## config.mk

```make
export PLATFORM = sky130hd
export DESIGN_NAME = uart_cmd_frame_gen
export DESIGN_NICKNAME = d
export VERILOG_FILES = /design/src/rtl/uart_cmd_frame_gen.sv
export SDC_FILE = /design/constraint.sdc
export NUM_CORES = 1
export LEC_CHECK = 0
export ABC_AREA = 1
export CORE_MARGIN = 4
export CORE_UTILIZATION = 30
export CTS_CLUSTER_SIZE = 24
export DETAILED_ROUTE_END_ITERATION = 10
export GPL_TIMING_DRIVEN = 1
export PLACE_DENSITY = 0.52
export RECOVER_POWER = 100
export SYNTH_ARGS = -nofsm -noshare
export SYNTH_HDL_FRONTEND = slang
export SYNTH_SLANG_ARGS = --single-unit
export TNS_END_PERCENT = 20
```

## constraint.sdc

```tcl
create_clock -name CLK -period 3.4 [get_ports CLK]
set_input_delay 0.68 -clock CLK [delete_from_list [all_inputs] [get_ports CLK]]
set_output_delay 0.68 -clock CLK [all_outputs]
set_load 0.1 [all_outputs]
```

## src/rtl/uart_cmd_frame_gen.sv

```systemverilog
// Multi-frame UART transmitter: one accepted command sends 1..MAX_FRAMES frames
// with optional parity, one or two stop bits and programmable idle gaps.
module uart_cmd_frame_gen #(
  parameter int DATA_WIDTH      = 8,
  parameter int MAX_FRAMES      = 4,
  parameter int FRAME_CNT_WIDTH = 3
) (
  input  logic                             CLK,
  input  logic                             RST,
  input  logic                             i_baud_tick,
  input  logic                             i_start,
  input  logic [FRAME_CNT_WIDTH-1:0]       i_frame_cnt,
  input  logic [MAX_FRAMES*DATA_WIDTH-1:0] i_cmd_data,
  input  logic                             i_par_en,
  input  logic                             i_par_type,
  input  logic                             i_stop2,
  input  logic [3:0]                       i_gap_bits,
  output logic                             o_tx,
  output logic                             o_busy,
  output logic                             o_frame_done,
  output logic                             o_done,
  output logic [FRAME_CNT_WIDTH-1:0]       o_frame_idx
);

  localparam int CMD_W = MAX_FRAMES * DATA_WIDTH;
  localparam int BIT_W = $clog2(DATA_WIDTH + 1);

  typedef enum logic [2:0] {
    S_IDLE, S_START, S_DATA, S_PARITY, S_STOP, S_GAP
  } state_t;

  state_t                     state_q, state_d;
  logic                       tx_q, tx_d;
  logic                       pend_q, pend_d;
  logic [DATA_WIDTH-1:0]      sh_q, sh_d;
  logic [CMD_W-1:0]           data_q, data_d;
  logic                       par_q, par_d;
  logic [BIT_W-1:0]           bit_cnt_q, bit_cnt_d;
  logic                       stop2nd_q, stop2nd_d;
  logic [3:0]                 gap_cnt_q, gap_cnt_d;
  logic [FRAME_CNT_WIDTH-1:0] idx_q, idx_d;
  logic [FRAME_CNT_WIDTH-1:0] cnt_q, cnt_d;
  logic                       par_en_q, par_en_d;
  logic                       par_type_q, par_type_d;
  logic                       stop2_q, stop2_d;
  logic [3:0]                 gap_q, gap_d;
  logic                       fdone_q, fdone_d;
  logic                       done_q, done_d;
  logic                       start_ok;

  function automatic logic parity_bit(input logic [DATA_WIDTH-1:0] d, input logic odd);
    return (^d) ^ odd;
  endfunction

  assign start_ok = i_start && (i_frame_cnt != '0) &&
                    (i_frame_cnt <= FRAME_CNT_WIDTH'(MAX_FRAMES));

  always_comb begin
    state_d    = state_q;
    tx_d       = tx_q;
    pend_d     = pend_q;
    sh_d       = sh_q;
    data_d     = data_q;
    par_d      = par_q;
    bit_cnt_d  = bit_cnt_q;
    stop2nd_d  = stop2nd_q;
    gap_cnt_d  = gap_cnt_q;
    idx_d      = idx_q;
    cnt_d      = cnt_q;
    par_en_d   = par_en_q;
    par_type_d = par_type_q;
    stop2_d    = stop2_q;
    gap_d      = gap_q;
    fdone_d    = 1'b0;
    done_d     = 1'b0;

    case (state_q)
      S_IDLE: begin
        tx_d = 1'b1;
        if (start_ok) begin
          state_d    = S_START;
          pend_d     = 1'b1;
          idx_d      = '0;
          cnt_d      = i_frame_cnt;
          par_en_d   = i_par_en;
          par_type_d = i_par_type;
          stop2_d    = i_stop2;
          gap_d      = i_gap_bits;
          sh_d       = i_cmd_data[DATA_WIDTH-1:0];
          data_d     = i_cmd_data >> DATA_WIDTH;
          par_d      = parity_bit(i_cmd_data[DATA_WIDTH-1:0], i_par_type);
        end
      end

      // pend_q marks a freshly accepted command still waiting for its first tick
      S_START: begin
        if (i_baud_tick) begin
          if (pend_q) begin
            tx_d   = 1'b0;
            pend_d = 1'b0;
          end else begin
            tx_d      = sh_q[0];
            sh_d      = sh_q >> 1;
            bit_cnt_d = BIT_W'(1);
            state_d   = S_DATA;
          end
        end
      end

      S_DATA: begin
        if (i_baud_tick) begin
          if (bit_cnt_q == BIT_W'(DATA_WIDTH)) begin
            stop2nd_d = 1'b0;
            if (par_en_q) begin
              tx_d    = par_q;
              state_d = S_PARITY;
            end else begin
              tx_d    = 1'b1;
              state_d = S_STOP;
            end
          end else begin
            tx_d      = sh_q[0];
            sh_d      = sh_q >> 1;
            bit_cnt_d = bit_cnt_q + BIT_W'(1);
          end
        end
      end

      S_PARITY: begin
        if (i_baud_tick) begin
          tx_d      = 1'b1;
          stop2nd_d = 1'b0;
          state_d   = S_STOP;
        end
      end

      // The tick that ends the last stop bit also launches whatever follows
      S_STOP: begin
        if (i_baud_tick) begin
          if (stop2_q && !stop2nd_q) begin
            stop2nd_d = 1'b1;
          end else begin
            fdone_d = 1'b1;
            if (idx_q == cnt_q - FRAME_CNT_WIDTH'(1)) begin
              done_d  = 1'b1;
              tx_d    = 1'b1;
              idx_d   = '0;
              state_d = S_IDLE;
            end else begin
              sh_d   = data_q[DATA_WIDTH-1:0];
              data_d = data_q >> DATA_WIDTH;
              par_d  = parity_bit(data_q[DATA_WIDTH-1:0], par_type_q);
              if (gap_q == 4'd0) begin
                tx_d    = 1'b0;
                pend_d  = 1'b0;
                idx_d   = idx_q + FRAME_CNT_WIDTH'(1);
                state_d = S_START;
              end else begin
                tx_d      = 1'b1;
                gap_cnt_d = 4'd1;
                state_d   = S_GAP;
              end
            end
          end
        end
      end

      S_GAP: begin
        if (i_baud_tick) begin
          if (gap_cnt_q == gap_q) begin
            tx_d    = 1'b0;
            pend_d  = 1'b0;
            idx_d   = idx_q + FRAME_CNT_WIDTH'(1);
            state_d = S_START;
          end else begin
            gap_cnt_d = gap_cnt_q + 4'd1;
          end
        end
      end

      default: begin
        state_d = S_IDLE;
        tx_d    = 1'b1;
      end
    endcase
  end

  always_ff @(posedge CLK) begin
    if (RST) begin
      state_q    <= S_IDLE;
      tx_q       <= 1'b1;
      pend_q     <= 1'b0;
      sh_q       <= '0;
      data_q     <= '0;
      par_q      <= 1'b0;
      bit_cnt_q  <= '0;
      stop2nd_q  <= 1'b0;
      gap_cnt_q  <= '0;
      idx_q      <= '0;
      cnt_q      <= '0;
      par_en_q   <= 1'b0;
      par_type_q <= 1'b0;
      stop2_q    <= 1'b0;
      gap_q      <= '0;
      fdone_q    <= 1'b0;
      done_q     <= 1'b0;
    end else begin
      state_q    <= state_d;
      tx_q       <= tx_d;
      pend_q     <= pend_d;
      sh_q       <= sh_d;
      data_q     <= data_d;
      par_q      <= par_d;
      bit_cnt_q  <= bit_cnt_d;
      stop2nd_q  <= stop2nd_d;
      gap_cnt_q  <= gap_cnt_d;
      idx_q      <= idx_d;
      cnt_q      <= cnt_d;
      par_en_q   <= par_en_d;
      par_type_q <= par_type_d;
      stop2_q    <= stop2_d;
      gap_q      <= gap_d;
      fdone_q    <= fdone_d;
      done_q     <= done_d;
    end
  end

  assign o_tx         = tx_q;
  assign o_busy       = (state_q != S_IDLE);
  assign o_frame_done = fdone_q;
  assign o_done       = done_q;
  assign o_frame_idx  = idx_q;

endmodule

```

### Yosys cells after proc, flatten, opt, wreduce, memory -nomap -nowiden

Cells that the tools add are included.

| storage, ports and cells | value |
|---|---|
| bits in registers | 70 |
| input bits | 46 |
| word-level logic and storage cells | 160 |

| operators by class | value |
|---|---|
| add/sub/neg operators | 4 |
| magnitude comparators | 1 |
| eq/ne operators | 25 |
| mux-type cells | 80 |
| bitwise gates (word level) | 4 |
| reductions and logical operators | 29 |

Operators with widths:

| operator | number |
|---|---|
| $mux 32 | 4 |
| $mux 8 | 8 |
| $pmux 32 s2 | 1 |
| $mux 3 | 20 |
| $mux 4 | 10 |
| $ne 2x2->1 const B | 16 |
| $pmux 8 s4 | 1 |
| $mux 1 | 28 |
| $reduce_and 7->1 | 3 |
| $pmux 3 s6 | 1 |
| $reduce_and 9->1 | 2 |
| $pmux 4 s2 | 2 |
| $reduce_xor 8->1 | 2 |
| $reduce_bool 3->1 | 4 |
| $reduce_and 10->1 | 1 |
| $reduce_and 5->1 | 2 |
| $pmux 3 s3 | 1 |
| $add 4x1->4 const B | 2 |
| $reduce_bool 4->1 | 2 |
| $eq 3x2->1 const B | 2 |
| $eq 3x3->1 const B | 2 |
| $reduce_and 6->1 | 1 |
| $reduce_bool 2->1 | 3 |
| $pmux 1 s5 | 1 |
| 20 further kinds | 24 |

### Logic depth before layout (Yosys ltp)

Gate-level depths: netlist of the first run.

| depth | value |
|---|---|
| depth in word-level cells | 6 |
| gate-level depth with buffers | 12 |
| mapped depth without buffers | 12 |

### Worst setup path after synthesis of the first run

Ideal clock, no wire load.

| timing | value |
|---|---|
| path type | register to register |
| start point | register idx_q[0] (netlist: o_frame_idx[0]) |
| end point | register data_q[10] |
| library setup time | 0.116 ns |
| data arrival time | 1.959 ns |
| path slack | 1.325 ns |
| stages on the path, launching flop included | 10 |
| clock period less this slack | 2.075 ns |
| cells stage by stage | dfxtp_1 xnor2_1 nor2_1 nand3_1 inv_2 nor2_4 inv_4 buf_2 nor2_1 nor2_1 |

| between the ends | value |
|---|---|
| cells in the longest elaborated chain, start to end | 3 |

RTL lines:

| what | line | source |
|---|---|---|
| start: declaration | 41 | `logic [FRAME_CNT_WIDTH-1:0] idx_q, idx_d;` |
| start signal: assignment | 217 | `idx_q <= idx_d;` |
| $eq 3x3->1 | 144 | `if (idx_q == cnt_q - FRAME_CNT_WIDTH'(1)) begin` |
| $ne 2x2->1 (no source line) | n/a |  |
| $reduce_and 5->1 (no source line) | n/a |  |
| end signal: assignment | 212 | `data_q <= data_d;` |
| end: declaration | 36 | `logic [CMD_W-1:0] data_q, data_d;` |

No other way between the ends.
A chain may end at the register's enable or synchronous reset.

### Final worst setup path of the first run

| timing | value |
|---|---|
| start point | register state_q[0] |
| end point | output port o_busy |

| between the ends | value |
|---|---|
| cells in the longest elaborated chain, start to end | 1 |

RTL lines:

| what | line | source |
|---|---|---|
| start: declaration | 32 | `state_t state_q, state_d;` |
| start signal: assignment | 208 | `state_q <= state_d;` |
| $reduce_bool 3->1 | 229 | `assign o_busy = (state_q != S_IDLE);` |
| end: declaration | 19 | `output logic o_busy,` |

No other way between the ends.

==> run summary, run 1 <==
Int Power = 2.00 mW
worst slew pin tran = 1.16 ns
fin nets = 647
vias per std cell = 4.67
PortBufs = 52
switching power = 1.41 mW
Synth Warn # = 0
register share of total power = 31.9%
fin crit period = 2.69 ns
RSZ-0062 raised after global routing = no
drt initial violations = 157
MaxCap Viol Count = 0
H-tree level count = 3
Setup Fix Bufs, Post-CTS = 0
CP Launch Type = flop
Routed WL = 9340 um
Max Slew Vio Count = 0
pre-CTS setup slack = 0.850 ns
CTS sink count = 62
drt first pass iters = 5
Post-CTS Resized = 0
outcome = finished clean
Final Setup Violations = 0
vias = 3462
CP Data Required Time = 2.72 ns
crit path max fanout = 8
#FFs+latches synth = 62
Final Core Density = 38.2%
root buffer cell = clkbuf_16
number of global-route vias before repair = 3374
total grt overflow = 0
initial core utilization = 30.8%
P_leak = 2.01 nW
sw frac = 41.3%
gp weighted congestion = 0.921
Final Hold Viols = 0
drt drc = 0
Comb power frac = 41.3%
CTS buffer count = 9
setup ws final = 0.712 ns
CTS tree = yes
Relative slew margins = 22.9%
synthesized area per cell = 6.46 sq um
Design Power = 3.41 mW
antenna diode count = 0
fin cells = 742
initial antenna violation count = 0
main area contributors after synthesis = dfxtp_1 35%, nand2_1 17%, nor2_1 7.7%
area share of the largest cell type after synthesis = 35.0%
CP Capture Type = output pin
Max clock buf depth = 2
P&R area growth vs syn = 24.1%
layout cell share with drive strength beyond 1 = 5.51%
f_max = 372 MHz
Clock Pin Slew Worst Setup and Hold Paths = 0.05 ns
Placed Cells = 728
worst min path class = reg -> reg
clk_skew = 0.00749 ns
Mapped Cells = 549
antenna viol nets, final = 0
clock latency on the worst-skew pair = 0.33 ns
post-synth net total = 600
gr usage total = 14.9%
Synth area leader = dfxtp_1
synthesized area = 3550 sq um
Core Box Area = 11500 sq um
largest net degree at the start of global routing = 36
Hold-fix buffers, CTS = 0
Cell Pwr Density = 775 nW/um^2
Avg WL per Cell = 12.6 um
clock share of power = 26.8%
Rows = 39
first-pass GRT wire length = 16100 um
hold_ws = 0.462 ns
sequential area share after synthesis = 35.0%
CP Data Arrival Time = 2.01 ns
maximum resistive drop on vdd = 0.241 mV
Detailed Place HPWL = 6910 um
chip width = 117 um
IO Count = 53
post-synth cell types = 36
period utilization = 79.1%
full die area = 13600 sq um
Die Y-Extent = 117 um
Worst Setup Path Type = reg -> out
TNS Setup = 0 ns
Placed Area = 4160 sq um
final instance area = 4400 sq um
[final cells by class]
type                       count  area [sq um]
clock inverter                 1          30.0
fill                        1246          7110
timing repair buffer          56           517
tap                          143           179
clock buffer                  13           260
multi-input combinational    408          1950
inverter                      59           226
sequential                    62          1240
[critical path, stage by stage, from the launching register on]
cell      delay (ns)
dfxtp_1         0.38
nor2_1          0.35
clkinv_1        0.19
nor2_1          0.27
inv_1           0.11
clkbuf_2        0.38
[power by group through the flow]
stage          Combinational (mW)  Sequential, mW  Clock [mW]
2_1_floorplan                1.11            1.14           0
3_3_place_gp                 1.43            1.10           0
3_5_place_dp                 1.45            1.11           0
4_1_cts                      1.46            1.09       0.929
5_1_grt                      1.61            1.12       0.957
6_report                     1.41            1.09       0.915
[placed cells by master, fill, tap and decap left out, types with 7 or more instances in the layout]
| cell | count |
|---|---|
| clkdlybuf4s50_1 | 44 |
| dfxtp_1 | 62 |
| nand3_1 | 35 |
| inv_1 | 53 |
| o21ai_0 | 44 |
| clkbuf_16 | 9 |
| a21oi_1 | 37 |
| xnor2_1 | 8 |
| nand2_1 | 158 |
| xor2_1 | 11 |
| nor2_1 | 74 |
| clkbuf_1 | 7 |
[metal layers]
layer  vias up  track usage, %  share of wire [%]
met5         -               0                  0
met4         0            5.89                2.0
met3        14            3.01                3.8
met2        71            23.1                 45
met1      1535            20.4                 49
li1       1842               -                  -
[final timing paths]
path	start	end	slack (ns)	cells after the start
worst max-delay path	state_q[0]	o_busy	0.71	5
worst min-delay path	sh_q[1]	sh_q[1]	0.46	2
worst max register to register	state_q[0]	gap_q[0]	0.80	9
worst min register to register	sh_q[1]	sh_q[1]	0.46	2
[cell families (layout without fill, tap and decap cells)]
family / count (synthesis) / count (layout) / share of synthesized area (%)
AOI/OAI and AO/OA: 95 / 95 / 14.9
adders and majority gates: 5 / 5 / 1.76
and+or+nand+nor: 289 / 289 / 34.4
buffers and inverters: 79 / 129 / 9.35
xor gates and xnor gates: 19 / 19 / 4.69
DFF: 62 / 62 / 35.0
[registers in the layout (all words and copies together), names as in the netlist, 3 cells and up]
signal / cells
o_frame_idx: 3
state_q: 3
sh_q: 8
gap_q: 4
gap_cnt_q: 4
bit_cnt_q: 4
data_q: 24
cnt_q: 3
[cell usage after synthesis (all sizes together)]
cell      n
a21oi    38
xnor2     8
ha        5
clkbuf   12
a21boi    1
a22o      1
nand2   163
nor3b     2
o21bai    1
buf       8
a211oi    2
xor2     11
a31oi     1
nor2     78
nor4      1
o211ai    4
nand3    36
o21ai    44
or2       2
nand3b    1
dfxtp    62
nor3      6
o221ai    3
inv      59
Note: power is estimated with default switching activity, not from simulation.
==> inputs of run 2 (changes only) <==
- PLACE_DENSITY: 0.52 -> 0.54
- clock period: 3.4 -> 2.3 ns (I/O delays scaled with it)
==> run summary, run 2 (synthesis gave the netlist of run 1 again) <==
Hold EP = sh_q[1]
Cell Pwr Density = 1170 nW/um^2
worst slew pin tran = 1.17 ns
number of global-route vias before repair = 3431
Detailed Place HPWL = 6880 um
Final Setup Violations = 0
gr usage total = 14.6%
Relative slew margins = 22.5%
Placed Area = 4210 sq um
final instance area = 4480 sq um
drt initial violations = 216
Rows = 39
root buffer cell = clkbuf_16
first-pass GRT wire length = 16100 um
gr busiest metal = met2
largest net degree at the start of global routing = 35
CP Data Arrival Time = 1.64 ns
commonest non-fill, non-tap cell in the layout = nand2_1
CP Launch Type = flop
Final Core Density = 38.9%
hold_ws = 0.462 ns
Worst R2R Path Depth = 10
Avg WL per Cell = 12.7 um
global routing usage on met1 = 19.1%
Max clock buf depth = 2
fin cells = 747
Setup Fix Bufs, Post-CTS = 0
worst min path class = reg -> reg
period utilization = 91.2%
Core Box Area = 11500 sq um
outcome = finished clean
chip width = 117 um
fin crit period = 2.10 ns
antenna viol nets, final = 0
met3 usage = 3.89%
H-tree level count = 3
most frequent cells in the layout = 159 x nand2_1, 75 x nor2_1, 62 x dfxtp_1
initial antenna violation count = 0
Die Y-Extent = 117 um
drt first pass iters = 5
Largest Register = data_q
clock latency on the worst-skew pair = 0.33 ns
Top Registers = data_q: 24 flops, sh_q: 8 flops
clk_skew = 0.00601 ns
setup ws final = 0.202 ns
Post-CTS Resized = 0
vias = 3543
PortBufs = 52
Hold Path Depth = 2
Routed WL = 9510 um
TNS Setup = 0 ns
f_max = 477 MHz
initial core utilization = 30.8%
Worst Setup Path Type = reg -> out
Clock Pin Slew Worst Setup and Hold Paths = 0.05 ns
Hold-fix buffers, CTS = 0
min-delay src = sh_q[1]
total grt overflow = 0
crit path max fanout = 8
CP Capture Type = output pin
CTS sink count = 62
gp weighted congestion = 0.879
CP Data Required Time = 1.84 ns
Reg2Reg Launch Point = state_q[2]
layout cell share with drive strength beyond 1 = 7.28%
RSZ-0062 raised after global routing = no
vias per std cell = 4.74
pre-CTS setup slack = 0.0960 ns
worst reg2reg setup slack = 0.24 ns
max reg flops = 24
Final Hold Viols = 0
Max Slew Vio Count = 0
full die area = 13600 sq um
CTS tree = yes
P&R area growth vs syn = 26.2%
MaxCap Viol Count = 0
CTS buffer count = 9
Placed Cells = 732
met2 Use GR = 23.7%
P_leak = 2.05 nW
drt drc = 0
fin nets = 651
antenna diode count = 0
IO Count = 53
Design Power = 5.23 mW
R2R Path End = sh_q[1]
maximum resistive drop on vdd = 0.377 mV
==> run 2: cell types whose count changed in the layout (fill, tap and decap cells not counted), moves of 2 or more <==
cell / previous run / this run
clkbuf_1: 7 / 4
inv_1: 53 / 55
dlygate4sd3_1: 3 / 0
o21ai_0: 44 / 41
o21ai_2: 0 / 3
clkbuf_2: 1 / 5
buf_4: 3 / 5
==> run 2: worst max-delay path, stage by stage, from the launching register on <==
cell and delay [ns]:
dfxtp_1 0.41, nor2_4 0.21, inv_1 0.10, nor2_1 0.26, inv_1 0.13, buf_6 0.20
==> run 2: layer usage <==
metal / vias up / wire (um)
met4: 0 / 109
met2: 95 / 4360
met3: 12 / 510
li1: 1847 / -
met1: 1589 / 4530
met5: - / 0
==> run 2: power breakdown <==
group / switching [mW] / leakage, nW / internal (mW) / total [mW]
clock network: 0.472 / 0.155 / 1.00 / 1.47
logic: 1.42 / 1.39 / 0.719 / 2.14
registers: 0.224 / 0.509 / 1.39 / 1.62
==> run 2: layout make-up <==
type / instances / area (sq um)
Inverter: 59 / 224
Clock inverter: 3 / 67.6
Sequential cell: 62 / 1240
Multi-Input combinational cell: 408 / 1950
Timing Repair Buffer: 60 / 556
Clock buffer: 12 / 256
Fill cell: 1235 / 7040
Tap cell: 143 / 179
==> run 2: worst max path at each step <==
stage,start,end,slack (ns)
2_1_floorplan,o_frame_idx[0],data_q[10],0.23
3_3_place_gp,i_frame_cnt[0],sh_q[4],0.13
3_5_place_dp,i_baud_tick,sh_q[1],0.1
4_1_cts,state_q[0],o_busy,0.23
5_1_grt,state_q[2],sh_q[5],0.02
6_report,state_q[0],o_busy,0.20
==> inputs of run 3 (changes only) <==
- CTS_BUF_LIST: default -> sky130_fd_sc_hd__clkbuf_4 sky130_fd_sc_hd__clkbuf_8
==> run summary, run 3 (synthesis gave the netlist of run 1 again) <==
Final Core Density = 38.1%
full die area = 13600 sq um
cells along the critical path = nor2_4 -> inv_1 -> nor2_1 -> inv_1 -> buf_6
Setup Fix Bufs, Post-CTS = 0
CP max stage delay = 0.42 ns
Top Registers = data_q: 24 flops, sh_q: 8 flops
Cell Pwr Density = 1110 nW/um^2
Die Y-Extent = 117 um
worst min path class = reg -> reg
number of global-route vias before repair = 3429
outcome = finished clean
Hold-fix buffers, CTS = 0
f_max = 475 MHz
Buf+Inv Stages, Crit Path = 3
drt drc = 0
hold_ws = 0.460 ns
TNS Setup = 0 ns
worst slew pin tran = 1.17 ns
clk_skew = 0.0103 ns
vias per std cell = 4.72
kind of cell adding the most delay to the critical path = simple AND/OR/NAND/NOR gates
Worst path most repeated cell = inv_1
initial antenna violation count = 0
Final Setup Violations = 0
layout cell share with drive strength beyond 1 = 7.78%
P_leak = 2.01 nW
Critical path origin = state_q[0]
antenna diode count = 0
Max clock buf depth = 2
clock latency on the worst-skew pair = 0.34 ns
min-delay src = sh_q[1]
Routed WL = 9440 um
most frequent cells in the layout = 159 x nand2_1, 74 x nor2_1, 62 x dfxtp_1
Reg2Reg Launch Point = state_q[0]
root buffer cell = clkbuf_8
Avg WL per Cell = 12.6 um
CTS tree = yes
fin cells = 747
crit path max fanout = 8
maximum resistive drop on vdd = 0.397 mV
drt initial violations = 190
Largest Register = data_q
vias = 3527
CTS buffer count = 9
P&R area growth vs syn = 23.7%
worst reg2reg setup slack = 0.24 ns
gr usage total = 14.5%
Core Box Area = 11500 sq um
Placed Area = 4210 sq um
RSZ-0062 raised after global routing = no
Post-CTS Resized = 0
Clock Pin Slew Worst Setup and Hold Paths = 0.07 ns
H-tree level count = 3
gp weighted congestion = 0.879
largest net degree at the start of global routing = 35
IO Count = 53
Placed Cells = 732
drt first pass iters = 5
PortBufs = 52
Final Hold Viols = 0
antenna viol nets, final = 0
CP Data Arrival Time = 1.65 ns
Detailed Place HPWL = 6880 um
Relative slew margins = 22.5%
Rows = 39
max reg flops = 24
period utilization = 91.5%
total grt overflow = 0
MaxCap Viol Count = 0
fin nets = 651
Slowest-stage cell, CP = dfxtp_1
CP Launch Type = flop
Worst Setup Path Type = reg -> out
CP Data Required Time = 1.84 ns
first-pass GRT wire length = 15900 um
chip width = 117 um
Max Slew Vio Count = 0
CP Capture Type = output pin
fin crit period = 2.11 ns
initial core utilization = 30.8%
final instance area = 4390 sq um
commonest non-fill, non-tap cell in the layout = nand2_1
CTS sink count = 62
==> run 3: cell type report <==
class                           count  area, sq um
Clock inverter                      3         67.6
Clock buffer                       12          159
Fill cell                        1247         7130
Multi-Input combinational cell    408         1960
Timing Repair Buffer               60          554
Tap cell                          143          179
Sequential cell                    62         1240
Inverter                           59          224
==> run 3: metrics by stage <==
stage	worst slack [ns]	total power, mW
4_1_cts	0.210	4.98
6_report	0.195	4.86
3_3_place_gp	0.133	3.81
5_1_grt	0.0219	5.28
3_5_place_dp	0.0960	3.85
2_1_floorplan	0.225	3.32
==> run 3: path summary, 6_finish.rpt <==
kind | end | depth (start not counted)
worst max register to register | sh_q[5] | 8
worst min register to register | sh_q[1] | 2
worst max-delay path | o_busy | 5
worst min-delay path | sh_q[1] | 2
==> run 3: layer usage <==
layer  share of wire (%)  track usage, %  wire [um]
met1                  48            19.0       4520
met2                  45            23.3       4250
met3                 5.4            3.94        513
met4                 1.7            4.59        160
met5                   0               0          0
==> run 3: tightest hold or removal path: stages, from the launching register on <==
cell	delay [ns]
dfxtp_1	0.30
inv_1	0.06
a21oi_1	0.06
==> run 3: power breakdown <==
part	internal, mW	switching (mW)	total, mW
clock	0.676	0.421	1.10
combinational	0.721	1.42	2.14
sequential	1.39	0.226	1.62
